**config.mk**
```make
export PLATFORM = sky130hd
export DESIGN_NAME = tmds_encoder_flat
export DESIGN_NICKNAME = d
export VERILOG_FILES = /design/src/rtl/tmds_encoder_if.sv /design/src/rtl/tmds_encoder.sv /design/src/flat_wrapper.sv
export SDC_FILE = /design/constraint.sdc
export NUM_CORES = 1
export LEC_CHECK = 0
export CORE_ASPECT_RATIO = 0.5
export CORE_UTILIZATION = 59
export CTS_CLUSTER_DIAMETER = 200
export DETAILED_ROUTE_END_ITERATION = 12
export GPL_TIMING_DRIVEN = 0
export PLACE_DENSITY = 0.85
export SLEW_MARGIN = 15
export SYNTH_ARGS = -nofsm -noshare
export SYNTH_HDL_FRONTEND = slang
export SYNTH_SLANG_ARGS = --single-unit
```
**constraint.sdc**
```tcl
create_clock -name clk_i -period 7 [get_ports clk_i]
set_clock_uncertainty 0.2 [all_clocks]
set_input_delay 1.05 -clock clk_i [delete_from_list [all_inputs] [get_ports clk_i]]
set_output_delay 1.05 -clock clk_i [all_outputs]
set_load 0.03 [all_outputs]
```
**src/rtl/tmds_encoder_if.sv**
```systemverilog
// tmds_encoder_if: pixel-in / symbol-out bundle for one TMDS channel encoder
//   de_i    1      data enable (1 = active video, 0 = blanking/control)
//   data_i  8      pixel component, used when de_i=1
//   ctrl_i  2      control code {c1,c0}, used when de_i=0
//   tmds_o  10     encoded symbol, bit 0 transmitted first
//   disp_o  CNT_W  signed running disparity (debug)
interface tmds_encoder_if #(parameter int CNT_W = 5);
  logic                    de_i;
  logic [7:0]              data_i;
  logic [1:0]              ctrl_i;
  logic [9:0]              tmds_o;
  logic signed [CNT_W-1:0] disp_o;
  modport master (output de_i, data_i, ctrl_i, input tmds_o, disp_o);
  modport slave (input de_i, data_i, ctrl_i, output tmds_o, disp_o);
endinterface

```
**src/rtl/tmds_encoder.sv**
```systemverilog
// tmds_encoder: two-stage DVI TMDS 8b/10b encoder (transition minimisation, then DC balance)
//   clk_i   pixel clock
//   rst_ni  synchronous active-low reset
//   bus     tmds_encoder_if slave: de_i/data_i/ctrl_i in, tmds_o/disp_o out
module tmds_encoder #(parameter int CNT_W = 5) (
  input  logic         clk_i,
  input  logic         rst_ni,
  tmds_encoder_if.slave bus
);
  logic [3:0]              w_n1d, w_n1;
  logic                    w_xnor;
  logic [8:0]              w_qm;
  logic [8:0]              r_qm;
  logic                    r_de;
  logic [1:0]              r_ctrl;
  logic [9:0]              w_tmds, w_ctl, r_tmds;
  logic signed [CNT_W-1:0] w_d, w_cnt_nx, r_cnt;
  always_comb begin
    w_n1d = '0;
    for (int i = 0; i < 8; i++) w_n1d = w_n1d + 4'(bus.data_i[i]);
    w_xnor = (w_n1d > 4'd4) || (w_n1d == 4'd4 && !bus.data_i[0]);
    w_qm = '0;
    w_qm[0] = bus.data_i[0];
    for (int i = 1; i < 8; i++) w_qm[i] = w_xnor ? ~(w_qm[i-1] ^ bus.data_i[i]) : (w_qm[i-1] ^ bus.data_i[i]);
    w_qm[8] = ~w_xnor;
  end
  always_ff @(posedge clk_i) begin
    if (!rst_ni) begin
      r_qm   <= '0;
      r_de   <= 1'b0;
      r_ctrl <= 2'b00;
    end else begin
      r_qm   <= w_qm;
      r_de   <= bus.de_i;
      r_ctrl <= bus.ctrl_i;
    end
  end
  // w_d is n1-n0 of q_m[7:0], i.e. 2*n1-8
  always_comb begin
    w_n1 = '0;
    for (int i = 0; i < 8; i++) w_n1 = w_n1 + 4'(r_qm[i]);
    w_d = CNT_W'({1'b0, w_n1, 1'b0}) - CNT_W'(8);
    w_ctl = r_ctrl == 2'b00 ? 10'b1101010100 :
            r_ctrl == 2'b01 ? 10'b0010101011 :
            r_ctrl == 2'b10 ? 10'b0101010100 : 10'b1010101011;
    w_tmds = w_ctl;
    w_cnt_nx = '0;
    if (r_de) begin
      if (r_cnt == 0 || w_d == 0) begin
        w_tmds   = {~r_qm[8], r_qm[8], r_qm[8] ? r_qm[7:0] : ~r_qm[7:0]};
        w_cnt_nx = r_cnt + (r_qm[8] ? w_d : -w_d);
      end else if ((r_cnt > 0 && w_d > 0) || (r_cnt < 0 && w_d < 0)) begin
        w_tmds   = {1'b1, r_qm[8], ~r_qm[7:0]};
        w_cnt_nx = r_cnt + (r_qm[8] ? CNT_W'(2) : '0) - w_d;
      end else begin
        w_tmds   = {1'b0, r_qm[8], r_qm[7:0]};
        w_cnt_nx = r_cnt + w_d - (r_qm[8] ? '0 : CNT_W'(2));
      end
    end
  end
  always_ff @(posedge clk_i) begin
    if (!rst_ni) begin
      r_tmds <= 10'b1101010100;
      r_cnt  <= '0;
    end else begin
      r_tmds <= w_tmds;
      r_cnt  <= w_cnt_nx;
    end
  end
  assign bus.tmds_o = r_tmds;
  assign bus.disp_o = r_cnt;
endmodule
```
**src/flat_wrapper.sv**
```systemverilog
// flat-port wrapper written by rule: the top's interface ports become plain ports
module tmds_encoder_flat 
#(parameter int CNT_W = 5)
  (clk_i, rst_ni, bus_de_i, bus_data_i, bus_ctrl_i, bus_tmds_o, bus_disp_o);
  tmds_encoder_if #(.CNT_W(CNT_W)) bus_i ();
  input  logic clk_i;
  input  logic rst_ni;
  input wire logic [$bits(bus_i.de_i)-1:0] bus_de_i;
  input wire logic [$bits(bus_i.data_i)-1:0] bus_data_i;
  input wire logic [$bits(bus_i.ctrl_i)-1:0] bus_ctrl_i;
  output wire logic [$bits(bus_i.tmds_o)-1:0] bus_tmds_o;
  output wire logic [$bits(bus_i.disp_o)-1:0] bus_disp_o;
  assign bus_i.de_i = bus_de_i;
  assign bus_i.data_i = bus_data_i;
  assign bus_i.ctrl_i = bus_ctrl_i;
  assign bus_tmds_o = bus_i.tmds_o;
  assign bus_disp_o = bus_i.disp_o;
  tmds_encoder #(.CNT_W(CNT_W)) u_core (.clk_i(clk_i), .rst_ni(rst_ni), .bus(bus_i));
endmodule
```
# Word level (Yosys, flattened, before mapping)
# Cells that the tools add are included.
dict set report word_totals {
  ramBits 0
  in_bits 13
  mem_bits_ro 0
  word_cells 81
  latch_bits 0
  mem_count 0
  reg_bits 27
}
dict set report op_classes {
  n_div 0
  addsub 21
  eq_ne 3
  mux 19
  shifts 0
  order_cmp 5
  bitwise 17
  n_reduce_logical 11
  n_mul 0
}
# operator count
set ops {}
lappend ops {{logical NOT 32 bit} 2}
lappend ops {{two-way mux 10 bit} 6}
lappend ops {{adder 4 x 1 -> 4 bit} 12}
lappend ops {{two-way mux 5 bit} 3}
lappend ops {{adder 5 bit} 2}
lappend ops {{greater-than comparator 5 x 1 -> 1 bit (second input constant)} 2}
lappend ops {{< comparator 5 x 1 -> 1 bit (second input constant)} 2}
lappend ops {{subtractor 5 bit} 2}
lappend ops {{inverter 1 bit} 9}
lappend ops {{two-way mux 8 bit} 1}
lappend ops {{inverter 8 bit} 1}
lappend ops {{two-way mux 1 bit} 7}
lappend ops {{bitwise XOR 1 bit} 7}
lappend ops {{adder 5 x 2 -> 5 bit} 1}
lappend ops {{negation 5 bit} 1}
lappend ops {{subtractor 5 x 4 -> 5 bit (second input constant)} 1}
lappend ops {{adder 1 x 1 -> 2 bit} 2}
lappend ops {{equality test 4 x 3 -> 1 bit (second input constant)} 1}
lappend ops {{greater-than comparator 4 x 3 -> 1 bit (second input constant)} 1}
lappend ops {{two-way mux 2 bit} 2}
lappend ops {{logical AND 1 bit} 3}
lappend ops {{logical OR 1 bit} 3}
lappend ops {{equality test 2 x 1 -> 1 bit (second input constant)} 1}
lappend ops {{equality test 2 bit (second input constant)} 1}
lappend ops {{other kinds (3)} 3}

# Logic depth before layout (Yosys ltp)
# Gate-level depths: netlist of the first run.
dict set report logic_depth {
  ltp_word 29
  depth_mapped 16
  depth_no_buf 16
}

# Least setup slack after synthesis of the first run
# No wires, ideal clock.
dict set report synth_path {
  path_type {input port to flip-flop}
  start {in bus_data_i[0]}
  end {reg u_core.r_qm[7]}
  required_ns 6.679
  setup_time_ns 0.121
  path_slack_ns 2.406
  path_stages 12
  t_arrival_ns 4.273
  cell_sequence {ha_1 > inv_1 > fa_1 > fa_1 > inv_1 > fa_1 > fa_1 > nor3b_2 > o21ai_0 > a21oi_2 > xnor2_1 > mux2_2}
}
dict set report synth_between {
  elab_chain_len 29
  word_cells_on_any_way 33
}
# item line_no
set synth_lines {}
lappend synth_lines {{start, declared} flat_wrapper.sv:9} ;# input wire logic [$bits(bus_i.data_i)-1:0] bus_data_i;
lappend synth_lines {{branches (longest 28 deep; another with adder 4 x 1 -> 4 bit)} --}
lappend synth_lines {{two-way mux 1 bit (*)} tmds_encoder.sv:24} ;# for (int i = 1; i < 8; i++) w_qm[i] = w_xnor ? ~(w_qm[i-1] ^ bus.data_i[i]) : (w_qm[i-1] ^ bus.data_i[i]);
lappend synth_lines {{end signal, assigned} tmds_encoder.sv:33} ;# r_qm <= w_qm;
lappend synth_lines {{end, declared} tmds_encoder.sv:13} ;# logic [8:0] r_qm;
# Every way passes the cells marked *.
# A chain may end at the register's enable or synchronous reset.

# Worst setup path after layout of the first run
# Same ends and word-level chain as after synthesis.

==> results of run 1 <==
-- layer usage --
metal  part of all wire [%]  routed length (microns)
met5                      0                        0
met4                   0.47                       17
met3                    1.9                       70
met2                     53                     1900
met1                     45                     1610
-- registers in the layout, summed over array words and instances (netlist names) --
name	count
u_core.bus.tmds_o	10
u_core.r_qm	9
u_core.bus.disp_o	4
u_core.r_ctrl	2
u_core.r_de	1
-- area by class of cell --
class | count | area share [%]
Sequential cell | 26 | 21.8
Clock inverter | 1 | 1.26
Tap cell | 40 | 2.10
Buffer | 5 | 1.63
Clock buffer | 3 | 1.73
Inverter | 31 | 4.88
Timing Repair Buffer | 26 | 10.9
Multi-Input combinational cell | 142 | 55.7
-- power by group --
part / leakage, uW / internal (uW) / switching [uW]
Clock: 0.0000357 / 76.6 / 50.0
Combinational: 0.000840 / 466 / 523
Sequential: 0.000216 / 179 / 21.2
-- worst max-delay path, delay by kind of cell --
family,cells,cell delay (ps)
compound gates,2,430
buf+inv,3,560
fa+ha+maj,5,2180
xor+xnor,1,170
simple gates,1,210
mux,1,340
-- per-stage QoR --
step	hold WS, ps	utilization [%]
final	345	76.5
after global placement	317	74.2
after CTS	350	76.5
after global routing	410	76.5
after floorplan	296	-
after detailed placement	329	74.2
-- layout by cell type (no fill, tap or decap), types with 6 or more instances in the layout --
| cell | count |
|---|---|
| sky130_fd_sc_hd__a21oi_1 | 10 |
| sky130_fd_sc_hd__and2_1 | 12 |
| sky130_fd_sc_hd__clkdlybuf4s50_1 | 26 |
| sky130_fd_sc_hd__dfxtp_1 | 26 |
| sky130_fd_sc_hd__fa_1 | 13 |
| sky130_fd_sc_hd__ha_1 | 24 |
| sky130_fd_sc_hd__inv_1 | 31 |
| sky130_fd_sc_hd__nand3_1 | 7 |
| sky130_fd_sc_hd__nor2_1 | 8 |
| sky130_fd_sc_hd__o21ai_0 | 6 |
| sky130_fd_sc_hd__xnor2_1 | 15 |
| sky130_fd_sc_hd__xor2_1 | 6 |
-- kinds of logic (layout without fill, tap and decap cells) --
kind of cell             Yosys count  after routing  share of synthesized area (%)
other                              1              1                          0.187
AO/OA/AOI/OAI                     29             29                           9.93
buffers and inverters             36             66                           7.74
multiplexers                       8              8                           4.18
flip-flops                        26             26                           26.0
AND/OR/NAND/NOR                   44             44                           12.6
adder cells (fa/ha/maj)           37             37                           28.0
XOR/XNOR                          23             23                           11.4
-- final timing paths --
path                                  start                              end  slack [ps]  cells after the start
hold reg to reg   u_core.r_qm[4]$_SDFF_PN0_  u_core.bus.tmds_o[4]$_SDFF_PN1_         350                      3
hold / removal    u_core.r_qm[4]$_SDFF_PN0_  u_core.bus.tmds_o[4]$_SDFF_PN1_         350                      3
setup reg to reg  u_core.r_qm[0]$_SDFF_PN0_  u_core.bus.disp_o[4]$_SDFF_PN0_        2240                     14
setup / recovery              bus_data_i[0]        u_core.r_qm[7]$_SDFF_PN0_        2020                     13
==> results.toml, run 1 <==
[clocking]
cts.root.buffer_cell = "sky130_fd_sc_hd__clkbuf_8"
clock_tree_from_tritoncts = "done"
post-cts-setup-buffer-count = 0
quantity_of_gates_resized_following_cts = 0
clkLatencyLatePin_ps = 280
cts_buffers = 3
cts.reportedPaths.clkPinSlew_ps = 90
cts_htree_levels = 1
cts.sink_count = 26
postCtsHoldBufs = 0
cts.path.max_buffers = 2

[routing]
route.vias.total = 1416
drt-total-wl_microns = 3590
antenna_left = 0
via_per_inst = 5.17
drc = 0
avgRoutedWirePerCell_microns = 13.1
drt-pass1-iter-count = 4
iter_0_drt_violations = 23

[final_layout]
seq_area_sq_um = 520
drive_above_1_share_pct = 6.84
area_used_by_multi_input_combinational_logic_sq_um = 1330
area_growth_pct = 19.1
fillCellCount = 220
finalNetCount = 285
layout.cell_area.non_filler_sq_um = 2380
fin_cells = 274
antennaDiodeCount = 0

[placed_design]
dp.cells = 270
port_buffers = 26
hpwl_microns = 3000
pre_cts_ws_ps = 1710
place_area_sq_um = 2310
place_congestion = 0.821

[synthesis]
synth_area_sq_um = 2000
yosysMostFrequentCell = "sky130_fd_sc_hd__inv_1"
synth-edff-count = 0
synthDistinctLibCells = 35
synthesis.instances = 204
ys_top_cells_by_area = "sky130_fd_sc_hd__dfxtp_1 (26%), sky130_fd_sc_hd__ha_1 (15%), sky130_fd_sc_hd__fa_1 (13%)"
dominant_synthesized_flop_cell = "sky130_fd_sc_hd__dfxtp_1"
yosys_warnings = 0
top_cells_by_instance_count_after_synthesis = "sky130_fd_sc_hd__inv_1 (31), sky130_fd_sc_hd__dfxtp_1 (26), sky130_fd_sc_hd__ha_1 (24), sky130_fd_sc_hd__xnor2_1 (15), sky130_fd_sc_hd__fa_1 (13)"
ys_seq_elements = 26
synthesis.area_per_instance_sq_um = 9.82
syn-num-nets = 254
yosysSeqAreaShare_pct = 26.0
synth_async_sr_flop_share_pct = 0
post_synthesis_cell_type_with_the_largest_combined_area = "sky130_fd_sc_hd__dfxtp_1"
synth_largest_type_area_fraction_pct = 26.0

[global_route]
grt_antenna_before_repair = 0
grt_start_max_net_pins = 16
grt.total_usage_pct = 22.4
gr-usage-met2_pct = 43.9
grt_pass1_vias = 1418
grt_most_used_layer = "met2"
globalRouteMet3Util_pct = 4.67
first_pass_grt_wire_length_microns = 6180
groute.layer.met1.usage_pct = 26.3
grt_residual_overflow = 0

[sta]
final_hold_violation_count = 0
maxClockFrequency_mhz = 201
fin_ws_ps = 2020
slew_viol_final = 0
period_minus_slack_ps = 4980
final_period_util_pct = 71.1
grt_setup_unrepaired = "no"
worst_pin_slew_ps = 553
endpoints_failing_setup = 0
timing.slew.headroom_pct = 62.9
setup_total_negative_slack_ps = 0

[worst_setup_path]
critical_path.endpoint_type = "flop"
crit_required_ps = 6970
path_class = "in -> reg"
timing.critical_path.mode_cell = "sky130_fd_sc_hd__fa_1"
critical-path-slowest-cell = "sky130_fd_sc_hd__fa_1"
critical_path.cell_chain = "clkdlybuf4s50_1, ha_1, inv_1, fa_1, fa_1, inv_1, fa_1, fa_1, nor3b_2, o21ai_0, a21oi_2, xnor2_1, mux2_2"
start_kind = "primary input"
worst-path-max-fanout = 5
crit_arrival_ps = 4940
crit_path_max_incr_delay_ps = 500

[die]
die_width_microns = 84.4
die_height_microns = 43.2
die_area_sq_um = 3650
floorplan.io_pins = 28
initial_utilization_pct = 64.2
rows = 14
floorplan.core_area_sq_um = 3120

[min_path]
hp-class = "reg -> reg"

[flow_run]
maxCapViolations = 0

[pwr]
power_density_nw_per_um2 = 552
cellLeakagePower_uw = 0.00109
total_power_uw = 1320
irDropWorstVdd_mv = 0.242

[outcome]
outcome = "complete, no violations"
(Power assumes the default switching activity.)
==> run 2: changes to the inputs <==
CORE_UTILIZATION = 50   (was 59)
PLACE_DENSITY = 0.77   (was 0.85)
clock period = 4.25 ns   (was 7 ns; I/O delays follow)
==> run 2 against run 1 <==
Net effect: the run now ends with setup timing left; sequential share of layout area shrank 2.7 points; sequential cell count unchanged; final area up 14%; register-to-register slack got worse by 2300 ps; first-iteration DRC count grew 65%; non-clock buffer count is 18 higher; critical path depth up 2; final cell count grew 11%; die area increased by 17%; largest cell class unchanged.
==> results.toml, run 2 (synthesized netlist as in run 1, its figures left out) <==
[sta]
slew_viol_final = 0
maxClockFrequency_mhz = 231
endpoints_failing_setup = 9
timing.slew.headroom_pct = 55.6
final_hold_slack_ps = 363
worst_pin_slew_ps = 659
grt_setup_unrepaired = "yes"
fin_ws_ps = -86.7
final_hold_violation_count = 0
period_minus_slack_ps = 4340
final_period_util_pct = 102

[flow_run]
maxCapViolations = 0

[clocking]
cts_htree_levels = 1
clkLatencyLatePin_ps = 280
cts.sink_count = 26
clock_tree_from_tritoncts = "done"
cts.root.buffer_cell = "sky130_fd_sc_hd__clkbuf_8"
cts.path.max_buffers = 2
cts_buffers = 3
cts.reportedPaths.clkPinSlew_ps = 100

[global_route]
grt_start_max_net_pins = 16
grt_antenna_before_repair = 0
grt.total_usage_pct = 20.1
grt_residual_overflow = 0
first_pass_grt_wire_length_microns = 6580
grt_pass1_vias = 1472

[routing]
drt-total-wl_microns = 4580
antenna_left = 0
drt-pass1-iter-count = 4
avgRoutedWirePerCell_microns = 15.1
via_per_inst = 5.16
drc = 0
iter_0_drt_violations = 38
route.vias.total = 1564

[final_layout]
mostFrequentLayoutCells = "sky130_fd_sc_hd__inv_1 (28), sky130_fd_sc_hd__dfxtp_1 (24), sky130_fd_sc_hd__clkdlybuf4s50_1 (22), sky130_fd_sc_hd__ha_1 (19), sky130_fd_sc_hd__buf_4 (18)"
finalNetCount = 303
leading_cell_type_in_the_layout_fill_and_taps_excluded = "sky130_fd_sc_hd__inv_1"
area_growth_pct = 36.2
largest_register_ffs = 10
drive_above_1_share_pct = 25.0
antennaDiodeCount = 0

[die]
die_height_microns = 46.8
rows = 15
floorplan.io_pins = 28
floorplan.core_area_sq_um = 3620
initial_utilization_pct = 55.3
die_width_microns = 91.5
die_area_sq_um = 4280

[min_path]
min_path_cells = 3
worstHoldStart = "u_core.r_qm[2]$_SDFF_PN0_"
hp-class = "reg -> reg"
min_delay_worst_endpoint = "u_core.bus.tmds_o[2]$_SDFF_PN1_"

[placed_design]
hpwl_microns = 3040
place_congestion = 0.788
port_buffers = 26
pre_cts_ws_ps = -651

[worst_setup_path]
rr_worst_depth = 15
critical_path.endpoint_type = "flop"
worst-path-max-fanout = 4
start_kind = "flop"
crit_path_max_incr_delay_ps = 620
critical_path.cell_chain = "ha_4, inv_2, fa_1, fa_1, fa_2, fa_2, ha_4, nand2_1, o21ai_2, ha_1, a21o_1, a21oi_2, xnor3_1, a21oi_1, and3_1"
r2r_setup_slack_ps = -90
critical-path-slowest-cell = "sky130_fd_sc_hd__fa_2"
path_class = "reg -> reg"
r2r_end = "u_core.bus.disp_o[4]$_SDFF_PN0_"
crit_required_ps = 4280
crit_arrival_ps = 4370
r2r_start = "u_core.r_qm[0]$_SDFF_PN0_"

[outcome]
failed_checks = "setup timing"
outcome = "finished with violations"
## run 2: worst max-delay path, delay by kind of cell (launching register included)
kind | cells | cell delay [ps]
xor+xnor | 1 | 230
flops | 1 | 340
simple gates | 2 | 260
buf+inv | 1 | 30
fa+ha+maj | 7 | 2700
compound gates | 4 | 540
## run 2: repair_timing
action,in CTS,in global routing
hold buffers,0,0
pin swaps,7,15
endpoints found under the setup margin,17,17
resized for setup,11,26
gates cloned,0,1
setup buffers,7,10
## run 2: area by class of cell
| cell class | instances | area [sq um] |
|---|---|---|
| Sequential cell | 26 | 523 |
| Multi-Input combinational cell | 142 | 1510 |
| Tap cell | 51 | 63.8 |
| Inverter | 31 | 116 |
| Fill cell | 247 | 895 |
| Clock buffer | 3 | 41.3 |
| Clock inverter | 1 | 30.0 |
| Buffer | 5 | 38.8 |
| Timing Repair Buffer | 44 | 405 |
## run 2: worst max path at each step
stage | cells after the start | end | start
after floorplan | 14 | u_core.bus.disp_o[4]$_SDFF_PN0_ | u_core.r_qm[1]$_SDFF_PN0_
after CTS | 15 | u_core.bus.disp_o[4]$_SDFF_PN0_ | u_core.r_qm[0]$_SDFF_PN0_
final | 15 | u_core.bus.disp_o[4]$_SDFF_PN0_ | u_core.r_qm[0]$_SDFF_PN0_
after detailed placement | 13 | u_core.r_qm[7]$_SDFF_PN0_ | bus_data_i[0]
after global placement | 13 | u_core.r_qm[7]$_SDFF_PN0_ | bus_data_i[0]
after global routing | 15 | u_core.bus.tmds_o[4]$_SDFF_PN1_ | u_core.r_qm[0]$_SDFF_PN0_
## run 2: through the flow
stage | cell area [sq um] | setup TNS [ps] | std cells | util [%]
finish | 2730 | -350 | 303 | 75.3
global route | 2730 | -1570 | 303 | 75.3
CTS | 2530 | -23.4 | 292 | 69.8
detailed placement | 2350 | -4440 | 281 | 65.0
global placement | 2350 | -3180 | 281 | 65.0
floorplan | 2030 | -63.3 | 204 | -
## run 2: metal layers
layer	vias to the layer above	wire, microns	track usage (%)
met1	753	1880	22.0
met2	54	2470	43.9
met3	4	183	2.91
li1	753	-	-
met5	-	0	0
met4	0	42	3.81
Power of run 2 is not shown: default switching activity piles up to over one toggle a cycle in this logic, so the estimate is an artifact.
